### src/rtl/acq_state_ctrl_if.sv
// Acquisition sequencer control/status bundle: capture commands in, RAM write port and status out.
// Latency: pure wiring, no storage.
// Backpressure: none; sample_valid is a strobe and the RAM write port always accepts.
interface acq_state_ctrl_if #(
    parameter int ADDR_W = 10
);
    logic              arm;
    logic              abort;
    logic              single_mode;
    logic [ADDR_W-1:0] pre_count;
    logic              sample_valid;
    logic              trig_hit;
    logic              readout_done;
    logic              wr_en;
    logic [ADDR_W-1:0] wr_addr;
    logic [ADDR_W-1:0] trig_addr;
    logic              capture_done;
    logic              auto_trig;
    logic [7:0]        state;
    logic              state_change;

    // Host / ADC side: issues commands and samples, observes status.
    modport master (
        output arm, abort, single_mode, pre_count, sample_valid, trig_hit, readout_done,
        input  wr_en, wr_addr, trig_addr, capture_done, auto_trig, state, state_change
    );

    // Sequencer side.
    modport slave (
        input  arm, abort, single_mode, pre_count, sample_valid, trig_hit, readout_done,
        output wr_en, wr_addr, trig_addr, capture_done, auto_trig, state, state_change
    );
endinterface

### src/rtl/acq_state_ctrl.sv
// Scope acquisition sequencer: arm -> pre-trigger fill -> wait trigger -> post-trigger fill -> hold.
// Latency: state/state_change/addresses registered (1 cycle); wr_en is combinational from sample_valid.
// Backpressure: none; every sample_valid in an active state is written. Optional AUTO_TRIG_EN adds timeout trigger.
module acq_state_ctrl #(
    parameter int ADDR_W       = 10,
    parameter int AUTO_TIMEOUT = 1000000
) (
    input  logic             clk,
    input  logic             rst_n,
    acq_state_ctrl_if.slave  bus
);
    localparam logic [7:0] S_IDLE      = 8'h00;
    localparam logic [7:0] S_PRETRIG   = 8'h01;
    localparam logic [7:0] S_WAIT_TRIG = 8'h02;
    localparam logic [7:0] S_POSTTRIG  = 8'h03;
    localparam logic [7:0] S_DONE      = 8'h04;

    // DEPTH needs one extra bit: post ranges 1..DEPTH when pre ranges 0..DEPTH-1.
    localparam logic [ADDR_W:0] DEPTH_C = {1'b1, {ADDR_W{1'b0}}};
    localparam logic [ADDR_W:0] ONE_C   = {{ADDR_W{1'b0}}, 1'b1};

    logic [7:0]        state_q, state_d;
    logic              state_change_q, state_change_d;
    logic [ADDR_W-1:0] wr_addr_q, wr_addr_d;
    logic [ADDR_W-1:0] trig_addr_q, trig_addr_d;
    logic              auto_trig_q, auto_trig_d;
    logic [ADDR_W-1:0] pre_q, pre_d;
    logic [ADDR_W:0]   post_q, post_d;
    logic [ADDR_W:0]   cnt_q, cnt_d;
    logic [ADDR_W:0]   cnt_inc;
    logic              wr_en;
    logic              auto_fire;
    logic              trigger;

`ifdef AUTO_TRIG_EN
    localparam int TO_W = $clog2(AUTO_TIMEOUT + 1);
    logic [TO_W-1:0] to_cnt_q, to_cnt_d;
    logic            timeout_hit;

    assign timeout_hit = (to_cnt_q >= TO_W'(AUTO_TIMEOUT));
    assign auto_fire   = timeout_hit;

    // Timeout counter: zero outside WAIT_TRIG, so it starts from 0 on every entry; saturates at the limit.
    always_comb begin
        to_cnt_d = to_cnt_q;
        if (state_q != S_WAIT_TRIG) begin
            to_cnt_d = '0;
        end else if (!timeout_hit) begin
            to_cnt_d = to_cnt_q + 1'b1;
        end
    end

    // Timeout counter register.
    always_ff @(posedge clk or negedge rst_n) begin
        if (!rst_n) begin
            to_cnt_q <= '0;
        end else begin
            to_cnt_q <= to_cnt_d;
        end
    end
`else
    // No timeout trigger in this build; the parameter only keeps the instance interface uniform.
    assign auto_fire = (AUTO_TIMEOUT < 0);
`endif

    assign wr_en   = bus.sample_valid &&
                     (state_q == S_PRETRIG || state_q == S_WAIT_TRIG || state_q == S_POSTTRIG);
    assign cnt_inc = cnt_q + ONE_C;
    assign trigger = bus.sample_valid && (bus.trig_hit || auto_fire);

    // Next-state and capture bookkeeping; abort overrides everything else.
    always_comb begin
        state_d     = state_q;
        pre_d       = pre_q;
        post_d      = post_q;
        cnt_d       = cnt_q;
        trig_addr_d = trig_addr_q;
        auto_trig_d = auto_trig_q;
        if (bus.abort) begin
            state_d = S_IDLE;
        end else begin
            case (state_q)
                S_IDLE: begin
                    if (bus.arm) begin
                        pre_d   = bus.pre_count;
                        post_d  = DEPTH_C - {1'b0, bus.pre_count};
                        cnt_d   = '0;
                        state_d = (bus.pre_count != '0) ? S_PRETRIG : S_WAIT_TRIG;
                    end
                end
                S_PRETRIG: begin
                    if (bus.sample_valid) begin
                        cnt_d = cnt_inc;
                        if (cnt_inc == {1'b0, pre_q}) begin
                            state_d = S_WAIT_TRIG;
                        end
                    end
                end
                S_WAIT_TRIG: begin
                    // Trigger sample is itself written and is post sample number 1.
                    if (trigger) begin
                        trig_addr_d = wr_addr_q;
                        auto_trig_d = !bus.trig_hit;
                        cnt_d       = ONE_C;
                        state_d     = (post_q == ONE_C) ? S_DONE : S_POSTTRIG;
                    end
                end
                S_POSTTRIG: begin
                    if (bus.sample_valid) begin
                        cnt_d = cnt_inc;
                        if (cnt_inc == post_q) begin
                            state_d = S_DONE;
                        end
                    end
                end
                S_DONE: begin
                    if (bus.readout_done) begin
                        cnt_d = '0;
                        if (bus.single_mode) begin
                            state_d = S_IDLE;
                        end else begin
                            state_d = (pre_q != '0) ? S_PRETRIG : S_WAIT_TRIG;
                        end
                    end
                end
                default: state_d = S_IDLE;
            endcase
        end
    end

    // Circular write pointer advances on every write, including one in an abort cycle; never cleared by re-arm.
    always_comb begin
        wr_addr_d      = wr_en ? (wr_addr_q + 1'b1) : wr_addr_q;
        state_change_d = (state_d != state_q);
    end

    // State, strobe and capture registers.
    always_ff @(posedge clk or negedge rst_n) begin
        if (!rst_n) begin
            state_q        <= S_IDLE;
            state_change_q <= 1'b0;
            wr_addr_q      <= '0;
            trig_addr_q    <= '0;
            auto_trig_q    <= 1'b0;
            pre_q          <= '0;
            post_q         <= '0;
            cnt_q          <= '0;
        end else begin
            state_q        <= state_d;
            state_change_q <= state_change_d;
            wr_addr_q      <= wr_addr_d;
            trig_addr_q    <= trig_addr_d;
            auto_trig_q    <= auto_trig_d;
            pre_q          <= pre_d;
            post_q         <= post_d;
            cnt_q          <= cnt_d;
        end
    end

    assign bus.wr_en        = wr_en;
    assign bus.wr_addr      = wr_addr_q;
    assign bus.trig_addr    = trig_addr_q;
    assign bus.capture_done = (state_q == S_DONE);
    assign bus.auto_trig    = auto_trig_q;
    assign bus.state        = state_q;
    assign bus.state_change = state_change_q;
endmodule

### src/flat_wrapper.sv
// flat-port wrapper written by rule: the top's interface ports become plain ports
module acq_state_ctrl_flat 
#(
    parameter int ADDR_W       = 10,
    parameter int AUTO_TIMEOUT = 1000000
)
  (clk, rst_n, bus_arm, bus_abort, bus_single_mode, bus_pre_count, bus_sample_valid, bus_trig_hit, bus_readout_done, bus_wr_en, bus_wr_addr, bus_trig_addr, bus_capture_done, bus_auto_trig, bus_state, bus_state_change);
  acq_state_ctrl_if #(.ADDR_W(ADDR_W)) bus_i ();
  input  logic clk;
  input  logic rst_n;
  input wire logic [$bits(bus_i.arm)-1:0] bus_arm;
  input wire logic [$bits(bus_i.abort)-1:0] bus_abort;
  input wire logic [$bits(bus_i.single_mode)-1:0] bus_single_mode;
  input wire logic [$bits(bus_i.pre_count)-1:0] bus_pre_count;
  input wire logic [$bits(bus_i.sample_valid)-1:0] bus_sample_valid;
  input wire logic [$bits(bus_i.trig_hit)-1:0] bus_trig_hit;
  input wire logic [$bits(bus_i.readout_done)-1:0] bus_readout_done;
  output wire logic [$bits(bus_i.wr_en)-1:0] bus_wr_en;
  output wire logic [$bits(bus_i.wr_addr)-1:0] bus_wr_addr;
  output wire logic [$bits(bus_i.trig_addr)-1:0] bus_trig_addr;
  output wire logic [$bits(bus_i.capture_done)-1:0] bus_capture_done;
  output wire logic [$bits(bus_i.auto_trig)-1:0] bus_auto_trig;
  output wire logic [$bits(bus_i.state)-1:0] bus_state;
  output wire logic [$bits(bus_i.state_change)-1:0] bus_state_change;
  assign bus_i.arm = bus_arm;
  assign bus_i.abort = bus_abort;
  assign bus_i.single_mode = bus_single_mode;
  assign bus_i.pre_count = bus_pre_count;
  assign bus_i.sample_valid = bus_sample_valid;
  assign bus_i.trig_hit = bus_trig_hit;
  assign bus_i.readout_done = bus_readout_done;
  assign bus_wr_en = bus_i.wr_en;
  assign bus_wr_addr = bus_i.wr_addr;
  assign bus_trig_addr = bus_i.trig_addr;
  assign bus_capture_done = bus_i.capture_done;
  assign bus_auto_trig = bus_i.auto_trig;
  assign bus_state = bus_i.state;
  assign bus_state_change = bus_i.state_change;
  acq_state_ctrl #(.ADDR_W(ADDR_W), .AUTO_TIMEOUT(AUTO_TIMEOUT)) u_core (.clk(clk), .rst_n(rst_n), .bus(bus_i));
endmodule
### config.mk
export PLATFORM = sky130hd
export DESIGN_NAME = acq_state_ctrl_flat
export DESIGN_NICKNAME = d
export VERILOG_FILES = /design/src/rtl/acq_state_ctrl_if.sv /design/src/rtl/acq_state_ctrl.sv /design/src/flat_wrapper.sv
export SDC_FILE = /design/constraint.sdc
export NUM_CORES = 1
export LEC_CHECK = 0
export BUFFER_PORTS_ARGS = -buffer_cell sky130_fd_sc_hd__buf_2
export CORE_MARGIN = 4
export CORE_UTILIZATION = 50
export CTS_BUF_LIST = sky130_fd_sc_hd__clkbuf_4 sky130_fd_sc_hd__clkbuf_8
export DETAILED_ROUTE_END_ITERATION = 10
export GPL_ROUTABILITY_DRIVEN = 0
export PLACE_DENSITY = 0.74
export SETUP_SLACK_MARGIN = 0.2
export SLEW_MARGIN = 20
export SYNTH_ARGS = -nofsm -noshare
export SYNTH_HDL_FRONTEND = slang
export SYNTH_SLANG_ARGS = --single-unit
### constraint.sdc
create_clock -name clk -period 2.4 [get_ports clk]
set_clock_uncertainty 0.2 [all_clocks]
set_input_delay 0.48 -clock clk [delete_from_list [all_inputs] [get_ports clk]]
set_output_delay 0.48 -clock clk [all_outputs]
set_load 0.02 [all_outputs]
==> impl_metrics.json <==
{
  "synthArstFlopShare_pct": 100.0,
  "p_leak_nw": 2.191,
  "syn_area_um2": 3570,
  "wire_per_inst_um": 18.02,
  "root_buffer": "clkbuf_8",
  "io_pins": 50,
  "rows": 30,
  "htreeDepth": 3,
  "grt_pass1_vias": 3216,
  "grt_usage_pct": 23.35,
  "viasPerCell": 5.821,
  "powerDensity_nw_per_um2": 553.7,
  "worst_slew_pin_slew_ns": 0.5556,
  "clock_path_buffers": 2,
  "hold_viol": 0,
  "ys_seq_area_share_pct": 42.76,
  "vdd_drop_max_mv": 0.5040,
  "synth.distinct_cells": 64,
  "wirelength_um": 9875,
  "synth_largest_area_cell": "dfrtp_1",
  "cpLargestDelayFamily": "simple AND/OR/NAND/NOR gates",
  "fmax_mhz": 394.0,
  "fin_ws_ns": -0.1382,
  "grt_setup_unrepaired": "true",
  "synth_top_area_share_pct": 42.76,
  "grt_antenna_before_repair": 0,
  "dieArea_um2": 8555,
  "cp-end-kind": "output port",
  "clock-sinks": 61,
  "path_class": "register to output port",
  "via_count": 3190,
  "grt_pass1_wl_um": 15630,
  "drive_gt1_share_pct": 43.36,
  "utilization_pct": 69.60,
  "worstSkewPairLatency_ns": 0.36,
  "grt_max_degree": 40,
  "clk_pin_slew_ns": 0.07,
  "yosys_most_used_dff": "dfrtp_1",
  "synthCells": 353,
  "failed_checks": "negative setup slack",
  "crit_fanout": 3,
  "portBuffers": 49,
  "drv_slew": 0,
  "drt_iter0_markers": 282,
  "crit_slowest_cell": "dfrtp_2",
  "worst-endpoint-required_ns": 1.72,
  "die_x_um": 92.50,
  "cts_tree": "built",
  "fin_crit_ns": 2.538,
  "critPathBufInv": 1,
  "maxCapViolations": 0,
  "avgSynthCellArea_um2": 10.11,
  "startpoint_type": "register",
  "synthTopCellsByArea": "dfrtp_1, mux2_2, xnor2_1",
  "status": "finished with violations",
  "fin_crit_sh_pct": 105.8,
  "first_pass_iters": 5,
  "cts_inserted_buffers": 9,
  "synth_edf_count": 0,
  "overflow": 0,
  "start_util_pct": 51.97,
  "setup_viol": 8,
  "max_stage_delay_ns": 0.42,
  "synth_seq_cells": 61,
  "antenna_cells": 0,
  "ant_nets": 0,
  "slew_headroom_pct": 62.96,
  "whs_ns": 0.1765,
  "crit_chain": "nor4_4 -> nor3b_4 -> nand2_2 -> a21boi_4 -> buf_6",
  "hp-class": "input port to register",
  "ys.warnings.count": 0,
  "route.detailed.drc": 0,
  "area_delta_synth_final_pct": 33.93,
  "nets": 468,
  "hpwl_um": 6625,
  "die_y_um": 92.50,
  "coreArea_um2": 6869,
  "worstPathArrival_ns": 1.86
}
==> stage by stage <==
| step | setup TNS [ns] | cell area, µm² | cells | worst slack (ns) | total power [mW] |
|---|---|---|---|---|---|
| finish | -0.2786 | 4781 | 548 | -0.1382 | 2.647 |
| global route | -3.893 | 4781 | 548 | -0.2297 | 2.740 |
| CTS | -0.2088 | 4558 | 541 | -0.1500 | 2.632 |
| detailed placement | 0 | 4144 | 514 | 0.02535 | 1.464 |
| global placement | 0 | 4144 | 514 | 0.09628 | 1.454 |
| floorplan | 0 | 3635 | 357 | 0.03926 | 1.345 |
==> what timing repair did <==
| action | in CTS | in global routing |
|---|---|---|
| setup endpoints to repair | 34 | 56 |
| gates resized for setup | 28 | 38 |
| hold buffers | 1 | 0 |
| cloned | 1 | 1 |
| pin swaps | 21 | 7 |
| buffers inserted | 9 | 6 |
| hold endpoints to repair | 22 | 0 |
==> area by class of cell <==
class,instances,area [µm²]
repair buffers,96,644.4
clock buffers,9,123.9
flip-flops and latches,61,1535
clock inverters,7,122.6
inverters,10,37.54
fillers,466,2088
well taps,96,120.1
multi-input cells,269,2197
==> state kept, by name (all words and copies together) (netlist names) <==
name                     flops
u_core.cnt_q                11
u_core.pre_q                10
u_core.bus.state             8
u_core.bus.trig_addr        10
u_core.bus.wr_addr          10
u_core.bus.auto_trig         1
u_core.bus.state_change      1
u_core.post_q               10
==> power breakdown <==
group | internal, mW | leakage [nW] | switching, mW
logic | 0.159 | 1.26 | 0.166
registers | 1.08 | 0.807 | 0.0790
clock network | 0.696 | 0.121 | 0.466
==> per-layer routing <==
layer / global-route usage [%] / up-vias / routed length (µm)
met2: 38.13 / 128 / 4964
met3: 6.661 / 26 / 601
met5: 0 / - / 0
li1: - / 1464 / -
met4: 9.653 / 0 / 263
met1: 28.99 / 1572 / 4046
==> worst paths after layout <==
check | start | to | slack [ns] | cells past startpoint
setup reg to reg | u_core.bus.state[6] | u_core.bus.state_change | -0.04 | 9
min in group asynchronous | rst_n | u_core.pre_q[5] | 0.44 | 2
max in group asynchronous | rst_n | u_core.cnt_q[1] | 0.93 | 3
hold reg to reg | u_core.bus.wr_addr[9] | u_core.bus.wr_addr[9] | 0.30 | 1
hold / removal | bus_pre_count[0] | u_core.pre_q[0] | 0.18 | 2
setup / recovery | u_core.bus.state[6] | bus_wr_en | -0.14 | 5
==> placed cells by master, fill, tap and decap left out, drive strengths merged, types with 2 or more instances in the layout <==
| cell | n |
|---|---|
| clkbuf | 9 |
| o22ai | 5 |
| nor3b | 2 |
| nand2b | 10 |
| xor2 | 14 |
| inv | 11 |
| nand3b | 2 |
| conb | 5 |
| clkinv | 2 |
| a31oi | 4 |
| o31ai | 7 |
| and4 | 2 |
| nor3 | 12 |
| or3 | 2 |
| nand4 | 7 |
| and2 | 2 |
| xnor2 | 26 |
| nand2 | 22 |
| a211o | 2 |
| a21oi | 10 |
| o21ai | 19 |
| mux2 | 32 |
| nor2 | 26 |
| ha | 3 |
| or4 | 2 |
| buf | 95 |
| o311ai | 2 |
| and3 | 7 |
| nand3 | 11 |
| bufinv | 3 |
| nor4 | 10 |
| a21boi | 3 |
| nand4b | 2 |
| dfrtp | 61 |
==> cell usage after synthesis (8+ instances only) <==
library cell and count:
a21oi_1 9, buf_2 10, dfrtp_1 61, inv_1 10, mux2_2 32, nand2_1 21
nand2b_1 9, nand3_1 11, nor2_1 26, nor3_1 11, nor4_1 8, o21ai_0 14
xnor2_1 26, xor2_1 14
==> logic make-up (layout without fill, tap and decap cells) <==
family          after synthesis  count (layout)  share of synthesized area [%]
compound gates               66              66                          12.93
xor+xnor                     40              40                          9.814
fa+ha+maj                     3               3                          1.052
buf+inv                      27             122                          3.295
flops                        61              61                          42.76
mux                          33              33                          10.38
other cells                   1               5                         0.1051
simple gates                122             122                          19.66
(Power assumes the default switching activity.)
